### src/rtl/sprite_compositor_if.sv
// Bundle of per-pixel inputs, sprite attributes, sync-ROM bus and colour outputs of sprite_compositor.
// The master modport drives pixel and sprite inputs. The slave modport is the compositor.
interface sprite_compositor_if #(
  parameter int unsigned NUM_SPR  = 8,
  parameter int unsigned W_LOG2   = 5,
  parameter int unsigned H_LOG2   = 5,
  parameter int unsigned FRM_LOG2 = 2
);
  localparam int unsigned ADDR_W = FRM_LOG2 + W_LOG2 + H_LOG2;
  localparam int unsigned ID_W   = (NUM_SPR > 1) ? $clog2(NUM_SPR) : 1;

  logic                         pix_valid_i;
  logic                         frame_start_i;
  logic [9:0]                   DrawX;
  logic [9:0]                   DrawY;
  logic [NUM_SPR-1:0]           spr_en;
  logic [10*NUM_SPR-1:0]        spr_x;
  logic [10*NUM_SPR-1:0]        spr_y;
  logic [FRM_LOG2*NUM_SPR-1:0]  spr_frm;
  logic [23:0]                  bg_rgb;
  logic [ADDR_W*NUM_SPR-1:0]    rom_addr;
  logic [24*NUM_SPR-1:0]        rom_data;
  logic [7:0]                   VGA_R;
  logic [7:0]                   VGA_G;
  logic [7:0]                   VGA_B;
  logic                         pix_valid_o;
  logic [ID_W-1:0]              hit_id;
  logic                         hit_any;
  logic [NUM_SPR-1:0]           collision;

  modport master (
    output pix_valid_i, frame_start_i, DrawX, DrawY, spr_en, spr_x, spr_y, spr_frm, bg_rgb,
    output rom_data,
    input  rom_addr, VGA_R, VGA_G, VGA_B, pix_valid_o, hit_id, hit_any, collision
  );

  modport slave (
    input  pix_valid_i, frame_start_i, DrawX, DrawY, spr_en, spr_x, spr_y, spr_frm, bg_rgb,
    input  rom_data,
    output rom_addr, VGA_R, VGA_G, VGA_B, pix_valid_o, hit_id, hit_any, collision
  );
endinterface

### src/rtl/sprite_compositor.sv
// N-channel sprite compositor, fixed 3-cycle latency: hit test/ROM address, texel fetch, priority pick.
// Define SPRITE_COLLISION_EN to build the sticky per-frame opaque-overlap collision flags.
module sprite_compositor #(
  parameter int unsigned NUM_SPR  = 8,
  parameter int unsigned W_LOG2   = 5,
  parameter int unsigned H_LOG2   = 5,
  parameter int unsigned FRM_LOG2 = 2,
  parameter logic [23:0] KEY_RGB  = 24'hFF0000
) (
  input logic              Clk,
  input logic              Reset_n,
  sprite_compositor_if.slave bus
);
  localparam int unsigned ADDR_W = FRM_LOG2 + W_LOG2 + H_LOG2;
  localparam int unsigned ID_W   = (NUM_SPR > 1) ? $clog2(NUM_SPR) : 1;

  logic [NUM_SPR-1:0]        w_hit;
  logic [ADDR_W*NUM_SPR-1:0] w_addr;
  logic [NUM_SPR-1:0]        w_op;

  logic [ADDR_W*NUM_SPR-1:0] r1_addr;
  logic [NUM_SPR-1:0]        r1_hit;
  logic [23:0]               r1_bg;
  logic                      r1_valid;
  logic [NUM_SPR-1:0]        r2_hit;
  logic [23:0]               r2_bg;
  logic                      r2_valid;
  logic [23:0]               r3_rgb;
  logic [ID_W-1:0]           r3_id;
  logic                      r3_any;
  logic                      r3_valid;

  logic [23:0]               w_win_rgb;
  logic [ID_W-1:0]           w_win_id;
  logic                      w_win_any;

  for (genvar g = 0; g < NUM_SPR; g++) begin : g_chan
    logic [10:0] w_dx;
    logic [10:0] w_dy;
    assign w_dx = {1'b0, bus.DrawX} - {1'b0, bus.spr_x[10*g +: 10]};
    assign w_dy = {1'b0, bus.DrawY} - {1'b0, bus.spr_y[10*g +: 10]};
    // All-zero upper bits means 0 <= d < 2**LOG2; a borrow sets bit 10, so no wrap-around hits.
    assign w_hit[g] = bus.spr_en[g] & bus.pix_valid_i
                    & (w_dx[10:W_LOG2] == '0) & (w_dy[10:H_LOG2] == '0);
    assign w_addr[ADDR_W*g +: ADDR_W] = w_hit[g]
        ? {bus.spr_frm[FRM_LOG2*g +: FRM_LOG2], w_dy[H_LOG2-1:0], w_dx[W_LOG2-1:0]}
        : '0;
    assign w_op[g] = r2_hit[g] & (bus.rom_data[24*g +: 24] != KEY_RGB);
  end

  always_ff @(posedge Clk or negedge Reset_n) begin
    if (!Reset_n) begin
      r1_addr  <= '0;
      r1_hit   <= '0;
      r1_bg    <= '0;
      r1_valid <= 1'b0;
      r2_hit   <= '0;
      r2_bg    <= '0;
      r2_valid <= 1'b0;
    end else begin
      r1_addr  <= w_addr;
      r1_hit   <= w_hit;
      r1_bg    <= bus.bg_rgb;
      r1_valid <= bus.pix_valid_i;
      r2_hit   <= r1_hit;
      r2_bg    <= r1_bg;
      r2_valid <= r1_valid;
    end
  end

  assign bus.rom_addr = r1_addr;

  always_comb begin
    w_win_rgb = '0;
    w_win_id  = '0;
    w_win_any = 1'b0;
    for (int unsigned i = 0; i < NUM_SPR; i++) begin
      if (w_op[i] && !w_win_any) begin
        w_win_rgb = bus.rom_data[24*i +: 24];
        w_win_id  = ID_W'(i);
        w_win_any = 1'b1;
      end
    end
  end

  always_ff @(posedge Clk or negedge Reset_n) begin
    if (!Reset_n) begin
      r3_rgb   <= '0;
      r3_id    <= '0;
      r3_any   <= 1'b0;
      r3_valid <= 1'b0;
    end else begin
      r3_valid <= r2_valid;
      if (!r2_valid) begin
        r3_rgb <= '0;
        r3_id  <= '0;
        r3_any <= 1'b0;
      end else if (w_win_any) begin
        r3_rgb <= w_win_rgb;
        r3_id  <= w_win_id;
        r3_any <= 1'b1;
      end else begin
        r3_rgb <= r2_bg;
        r3_id  <= '0;
        r3_any <= 1'b0;
      end
    end
  end

  assign bus.VGA_R       = r3_rgb[23:16];
  assign bus.VGA_G       = r3_rgb[15:8];
  assign bus.VGA_B       = r3_rgb[7:0];
  assign bus.hit_id      = r3_id;
  assign bus.hit_any     = r3_any;
  assign bus.pix_valid_o = r3_valid;

`ifdef SPRITE_COLLISION_EN
  logic [NUM_SPR-1:0] r_coll;
  logic               w_multi;

  // Clearing x & (x-1) drops the lowest set bit; anything left means two or more opaque sprites.
  assign w_multi = |(w_op & (w_op - 1'b1));

  always_ff @(posedge Clk or negedge Reset_n) begin
    if (!Reset_n) begin
      r_coll <= '0;
    end else begin
      r_coll <= (bus.frame_start_i ? '0 : r_coll) | (w_multi ? w_op : '0);
    end
  end

  assign bus.collision = r_coll;
`else
  assign bus.collision = '0;
`endif
endmodule

### src/flat_wrapper.sv
// flat-port wrapper written by rule: the top's interface ports become plain ports
module sprite_compositor_flat 
#(
  parameter int unsigned NUM_SPR  = 8,
  parameter int unsigned W_LOG2   = 5,
  parameter int unsigned H_LOG2   = 5,
  parameter int unsigned FRM_LOG2 = 2,
  parameter logic [23:0] KEY_RGB  = 24'hFF0000
)
  (Clk, Reset_n, bus_pix_valid_i, bus_frame_start_i, bus_DrawX, bus_DrawY, bus_spr_en, bus_spr_x, bus_spr_y, bus_spr_frm, bus_bg_rgb, bus_rom_data, bus_rom_addr, bus_VGA_R, bus_VGA_G, bus_VGA_B, bus_pix_valid_o, bus_hit_id, bus_hit_any, bus_collision);
  sprite_compositor_if #(.NUM_SPR(NUM_SPR), .W_LOG2(W_LOG2), .H_LOG2(H_LOG2), .FRM_LOG2(FRM_LOG2)) bus_i ();
  input logic Clk;
  input logic Reset_n;
  input wire logic [$bits(bus_i.pix_valid_i)-1:0] bus_pix_valid_i;
  input wire logic [$bits(bus_i.frame_start_i)-1:0] bus_frame_start_i;
  input wire logic [$bits(bus_i.DrawX)-1:0] bus_DrawX;
  input wire logic [$bits(bus_i.DrawY)-1:0] bus_DrawY;
  input wire logic [$bits(bus_i.spr_en)-1:0] bus_spr_en;
  input wire logic [$bits(bus_i.spr_x)-1:0] bus_spr_x;
  input wire logic [$bits(bus_i.spr_y)-1:0] bus_spr_y;
  input wire logic [$bits(bus_i.spr_frm)-1:0] bus_spr_frm;
  input wire logic [$bits(bus_i.bg_rgb)-1:0] bus_bg_rgb;
  input wire logic [$bits(bus_i.rom_data)-1:0] bus_rom_data;
  output wire logic [$bits(bus_i.rom_addr)-1:0] bus_rom_addr;
  output wire logic [$bits(bus_i.VGA_R)-1:0] bus_VGA_R;
  output wire logic [$bits(bus_i.VGA_G)-1:0] bus_VGA_G;
  output wire logic [$bits(bus_i.VGA_B)-1:0] bus_VGA_B;
  output wire logic [$bits(bus_i.pix_valid_o)-1:0] bus_pix_valid_o;
  output wire logic [$bits(bus_i.hit_id)-1:0] bus_hit_id;
  output wire logic [$bits(bus_i.hit_any)-1:0] bus_hit_any;
  output wire logic [$bits(bus_i.collision)-1:0] bus_collision;
  assign bus_i.pix_valid_i = bus_pix_valid_i;
  assign bus_i.frame_start_i = bus_frame_start_i;
  assign bus_i.DrawX = bus_DrawX;
  assign bus_i.DrawY = bus_DrawY;
  assign bus_i.spr_en = bus_spr_en;
  assign bus_i.spr_x = bus_spr_x;
  assign bus_i.spr_y = bus_spr_y;
  assign bus_i.spr_frm = bus_spr_frm;
  assign bus_i.bg_rgb = bus_bg_rgb;
  assign bus_i.rom_data = bus_rom_data;
  assign bus_rom_addr = bus_i.rom_addr;
  assign bus_VGA_R = bus_i.VGA_R;
  assign bus_VGA_G = bus_i.VGA_G;
  assign bus_VGA_B = bus_i.VGA_B;
  assign bus_pix_valid_o = bus_i.pix_valid_o;
  assign bus_hit_id = bus_i.hit_id;
  assign bus_hit_any = bus_i.hit_any;
  assign bus_collision = bus_i.collision;
  sprite_compositor #(.NUM_SPR(NUM_SPR), .W_LOG2(W_LOG2), .H_LOG2(H_LOG2), .FRM_LOG2(FRM_LOG2), .KEY_RGB(KEY_RGB)) u_core (.Clk(Clk), .Reset_n(Reset_n), .bus(bus_i));
endmodule
### config.mk
export PLATFORM = sky130hd
export DESIGN_NAME = sprite_compositor_flat
export DESIGN_NICKNAME = d
export VERILOG_FILES = /design/src/rtl/sprite_compositor_if.sv /design/src/rtl/sprite_compositor.sv /design/src/flat_wrapper.sv
export SDC_FILE = /design/constraint.sdc
export NUM_CORES = 1
export LEC_CHECK = 0
export BUFFER_PORTS_ARGS = -buffer_cell sky130_fd_sc_hd__buf_4
export CAP_MARGIN = 25
export CORE_AREA = 3 3 218 220
export CTS_BUF_LIST = sky130_fd_sc_hd__clkbuf_4
export DETAILED_ROUTE_END_ITERATION = 16
export DIE_AREA = 0 0 221 223
export PLACE_DENSITY_LB_ADDON = 0.25
export SKIP_CTS_REPAIR_TIMING = 1
export SLEW_MARGIN = 10
export SYNTH_ARGS = -nofsm -noshare
export SYNTH_HDL_FRONTEND = slang
export SYNTH_SLANG_ARGS = --single-unit
export TNS_END_PERCENT = 30
### constraint.sdc
create_clock -name Clk -period 2.05 [get_ports Clk]
set_input_delay 0.205 -clock Clk [delete_from_list [all_inputs] [get_ports Clk]]
set_output_delay 0.205 -clock Clk [all_outputs]
set_load 0.1 [all_outputs]
; ---- Word-level counts from Yosys, hierarchy flattened
; Cells that the tools add are included.
[classes]
n_bitwise = 32
reduce_logical = 30
n_eq_ne = 8
n_addsub = 16
muxes = 37
[ops]
columns = cell, n
row1 = two-way mux 24 bit, 10
row2 = "inequality test 24 bit, second input constant", 8
row3 = subtractor 10 x 10 -> 11 bit, 16
row4 = zero test 6 bit, 16
row5 = two-way mux 12 bit, 8
row6 = bitwise AND 1 bit, 32
row7 = two-way mux 3 bit, 6
row8 = two-way mux 1 bit, 11
row9 = logical AND 1 bit, 7
row10 = zero test 1 bit, 7
row11 = two-way mux 2 bit, 2
[totals]
register_bits = 191
wordCells = 134
inputBits = 424

; ---- Logic depth before layout (Yosys ltp)
[depth]
word_depth = 26
mapped_depth = 13

; ---- Worst setup path after synthesis
; Ideal clock, no wire load.
[synth_timing]
kind = input-to-reg
from = input port bus_DrawX[0]
to = register u_core.r1_addr[9] (netlist: u_core.bus.rom_addr[9])
t_required_ps = 1970
setup_slack_ps = -916
t_arrival_ps = 2886
cell_stages = 13
path_cell_list = inv_1 -> ha_1 -> inv_1 -> fa_1 -> a211oi_1 -> o21ai_0 -> a2111oi_0 -> nor2_1 -> nor2_1 -> o211ai_1 -> or4_4 -> buf_6 -> nor3_4
[synth_between]
elab_chain_cells = 5
[synth_rtl]
columns = item, line_no
row1 = from (decl), flat_wrapper.sv:16  ; input wire logic [$bits(bus_i.DrawX)-1:0] bus_DrawX;
row2 = subtractor 10 x 10 -> 11 bit, sprite_compositor.sv:40  ; assign w_dx = {1'b0, bus.DrawX} - {1'b0, bus.spr_x[10*g +: 10]};
row3 = zero test 6 bit, sprite_compositor.sv:44  ; & (w_dx[10:W_LOG2] == '0) & (w_dy[10:H_LOG2] == '0);
row4 = bitwise AND 1 bit (2 in series), sprite_compositor.sv:44
row5 = two-way mux 12 bit, sprite_compositor.sv:46  ; ? {bus.spr_frm[FRM_LOG2*g +: FRM_LOG2], w_dy[H_LOG2-1:0], w_dx[W_LOG2-1:0]}
row6 = net u_core.w_addr[9], sprite_compositor.sv:18  ; logic [ADDR_W*NUM_SPR-1:0] w_addr;
row7 = to (signal assigned), sprite_compositor.sv:61  ; r1_addr <= w_addr;
row8 = to (decl), sprite_compositor.sv:21  ; logic [ADDR_W*NUM_SPR-1:0] r1_addr;
; The timed path passes the listed nets, and every way through them passes these cells.

; ---- Worst setup path after layout
[layout_timing]
from = input port bus_DrawY[0]
to = register u_core.r1_addr[75] (netlist: u_core.bus.rom_addr[75])
[layout_between]
elab_chain_cells = 4
[layout_rtl]
columns = item, line_no
row1 = from (decl), flat_wrapper.sv:17  ; input wire logic [$bits(bus_i.DrawY)-1:0] bus_DrawY;
row2 = subtractor 10 x 10 -> 11 bit, sprite_compositor.sv:41  ; assign w_dy = {1'b0, bus.DrawY} - {1'b0, bus.spr_y[10*g +: 10]};
row3 = zero test 6 bit, sprite_compositor.sv:44
row4 = bitwise AND 1 bit, sprite_compositor.sv:44
row5 = two-way mux 12 bit, sprite_compositor.sv:46
row6 = net u_core.w_addr[75], sprite_compositor.sv:18
; The timed path passes the listed nets, and every way through them passes these cells.

==> summary.md <==
| Metric | Value |
|---|---|
| Tmin final | between 2 and 2.5 ns |
| PD cells | ~420 nW/um2 |
| Clk buf depth | 2 |
| Mapped cell area | between 10000 and 15000 um2 |
| # rows | between 70 and 80 |
| Most frequent cells in the layout | buf_4, inv_1, dfrtp_1, ha_1, nor2_1 |
| Clk_skew | 0.0299 ns |
| Slew headroom | 0.617 |
| Area of the die | 49300 um2 |
| RSZ-0062 raised after global routing | true |
| Drt drc | 0 |
| Cell count after synthesis | roughly 1700 |
| Crit Path Category | primary input to register |
| Largest net degree at the start of global routing | between 50 and 60 |
| Number of global-route vias before repair | ~17000 |
| Comb pwr share | 0.435 |
| Commonest non-fill, non-tap cell in the layout | buf_4 |
| DIE HEIGHT | between 200 and 250 um |
| Yosys warnings | 0 |
| Final #Nets | between 3000 and 4000 |
| HP Class | primary input to register |
| Seq cells post-synth | 191 |
| Violated checks | negative hold slack, negative setup slack |
| Avg WL per Cell | 22.8 um |
| Routability cong. | 1.04 |
| CP Data Arrival Time | just under 3 ns |
| Clock slew at reported path FFs | 0.16 ns |
| Area Growth Syn to Fin | 72.3% |
| Antenna violations before repair | 8 |
| Number of flops mapped to enable cells by yosys | 0 |
| Final HPWL DP | roughly 65000 um |
| Power share of the clock group | 0.204 |
| Sequential fraction of design power | 0.361 |
| Hold WS | -0.00538 ns |
| Root Driver | clkbuf_4 |
| Core area | roughly 45000 um2 |
| Detailed Route Iter0 Violations | 1200 |
| Global-route wire length before repair | 108000 um |
| Internal power | 6890 uW |
| Library cells used by synthesis | 80 |
| Seq/Total Area, Yosys | 0.325 |
| Async SR Flop Fraction | 1.00 |
| Routed Antenna Nets | 0 |
| Period utilization | 1.12 |
| Starting Density | 0.324 |
| Post-Place Setup Slack | -1.11 ns |
| CP endpoint kind | register |
| Inserted Clock Buffers | 17 |
| Final WL | just under 80000 um |
| Input/output buffers | between 500 and 600 |
| Share of post-route cells with drive strength above 1 | 0.429 |
| Final Max Tran Viols | 0 |
| Overall Global Routing Usage | 0.295 |
| Worst Tran Pin Value | ~0.57 ns |
| Die width | around 220 um |
| Sw frac | 0.361 |
| Switching pwr | 3890 uW |
| Final setup violation count | 93 |
| Num ports | between 500 and 600 |
| Maximum fanout along the worst path | 6 |
| Final WS setup | -0.243 ns |
| Clock Sink Count | around 190 |
| Top FF cell, synth | dfrtp_1 |
| Startpoint Class | primary input |
| Worst skew pair latency | between 0.6 and 0.7 ns |
| CTS tree | built |
| Pleak | 0.0132 uW |
| Final Hold Fails | 2 |
| Total grt overflow | 0 |
| Max_cap viols | 0 |
| H-tree Lvls | 4 |
| Synthesized area per cell | 8.79 um2 |
| Pre-Repair DR Iteration Count | 6 |
| Required time of the critical path | roughly 2.7 ns |
| Peak supply drop | ~0.3 mV |
| Highest clock rate | 0.436 GHz |
| Outcome | finished with violations |
| Mean number of vias per cell | between 5 and 6 |
| Vias | ~18000 |
| Util after Layout | 0.558 |
[final timing paths]
path                             startpoint                 endpoint  slack, ns  depth (start not counted)
max                            bus_DrawY[0]  u_core.bus.rom_addr[75]      -0.24                         14
min                         bus_rom_data[0]         u_core.r3_rgb[0]     -0.005                          4
max reg2reg                u_core.r2_hit[2]        u_core.r3_rgb[23]       0.04                          6
min reg2reg                 u_core.r1_valid          u_core.r2_valid       0.36                          0
max in group asynchronous           Reset_n  u_core.bus.rom_addr[72]       1.31                          3
min in group asynchronous           Reset_n         u_core.r1_bg[21]       0.04                          2
[kinds of logic (layout without fill, tap and decap cells)]
| logic type | count (synthesis) | after routing | share of synthesized area |
|---|---|---|---|
| simple gates | 534 | 535 | 0.187 |
| compound gates | 405 | 405 | 0.197 |
| buf+inv | 276 | 1416 | 0.0774 |
| flops | 191 | 191 | 0.325 |
| fa+ha+maj | 176 | 176 | 0.158 |
| xor+xnor | 76 | 76 | 0.0452 |
| mux | 17 | 17 | 0.0118 |
| other cells | 1 | 13 | 0.000255 |
[cells in the mapped netlist, drive strengths merged, types with 18 or more instances]
master,number,share of area
a21o,31,0.016
a21oi,67,0.023
a221oi,18,0.012
a31oi,22,0.010
and2,38,0.016
buf,26,0.014
clkbuf,19,0.0048
dfrtp,191,0.32
ha,160,0.14
inv,231,0.059
nand2,87,0.022
nand3,48,0.018
nand4,19,0.0081
nor2,163,0.042
nor2b,37,0.016
nor3,32,0.013
nor4,34,0.014
o211ai,22,0.015
o21ai,87,0.030
o22ai,33,0.014
xnor2,48,0.029
xor2,28,0.017
[worst max-delay path: stages]
cell and delay, ns:
buf_6 0.10, clkinvlp_4 0.13, ha_4 0.15, inv_2 0.03
fa_2 0.34, a21o_1 0.16, a21o_1 0.18, a2111oi_2 0.30
mux2i_1 0.13, o22ai_2 0.21, o2111ai_2 0.19, a2111oi_4 0.43
buf_4 0.22, and2_1 0.12
[layout make-up]
cell class | count | area, um2
diodes | 5 | 12.5
clock buffers | 18 | 135
clock inverters | 14 | 148
fillers | 4229 | 20100
inverters | 231 | 891
multi-input cells | 1217 | 9460
flip-flops and latches | 191 | 4780
well taps | 600 | 751
repair buffers | 1153 | 9200
[metal layers]
| metal | track usage | vias up | share of wire |
|---|---|---|---|
| li1 | - | 8217 | - |
| met1 | 0.342 | 8390 | 0.39 |
| met2 | 0.519 | 775 | 0.48 |
| met3 | 0.0546 | 187 | 0.064 |
| met4 | 0.156 | 8 | 0.062 |
| met5 | 0 | - | 0.00058 |
[flip-flops by register name, indices dropped and copies added, names as in the netlist]
signal,cells
u_core.bus.rom_addr,96
u_core.r1_bg,24
u_core.r2_bg,24
u_core.r3_rgb,24
u_core.r1_hit,8
u_core.r2_hit,8
u_core.bus.hit_id,3
u_core.bus.hit_any,1
u_core.bus.pix_valid_o,1
u_core.r1_valid,1
u_core.r2_valid,1
[through the flow]
step	hold slack (ns)	std cells	setup TNS, ns	area (um2)	total power, uW
5_1_grt	-0.00539	3427	-21.26	25400	11400
4_1_cts	-0.573	3287	-29.04	23500	10500
3_5_place_dp	0.207	3255	-128.18	23200	8220
3_3_place_gp	0.188	3255	-119.72	23200	8160
6_report	-0.00538	3429	-13.39	25400	10800
2_1_floorplan	-0.0906	1683	-55.79	14900	5930
[power by group through the flow]
stage | registers [uW] | logic [uW] | clock network, uW
finish | 3890 | 4690 | 2200
global route | 3900 | 5080 | 2420
global placement | 3960 | 4200 | 0
CTS | 3890 | 4290 | 2280
detailed placement | 3960 | 4270 | 0
floorplan | 4130 | 1800 | 0
No activity file was read; power rests on OpenSTA's default activity.
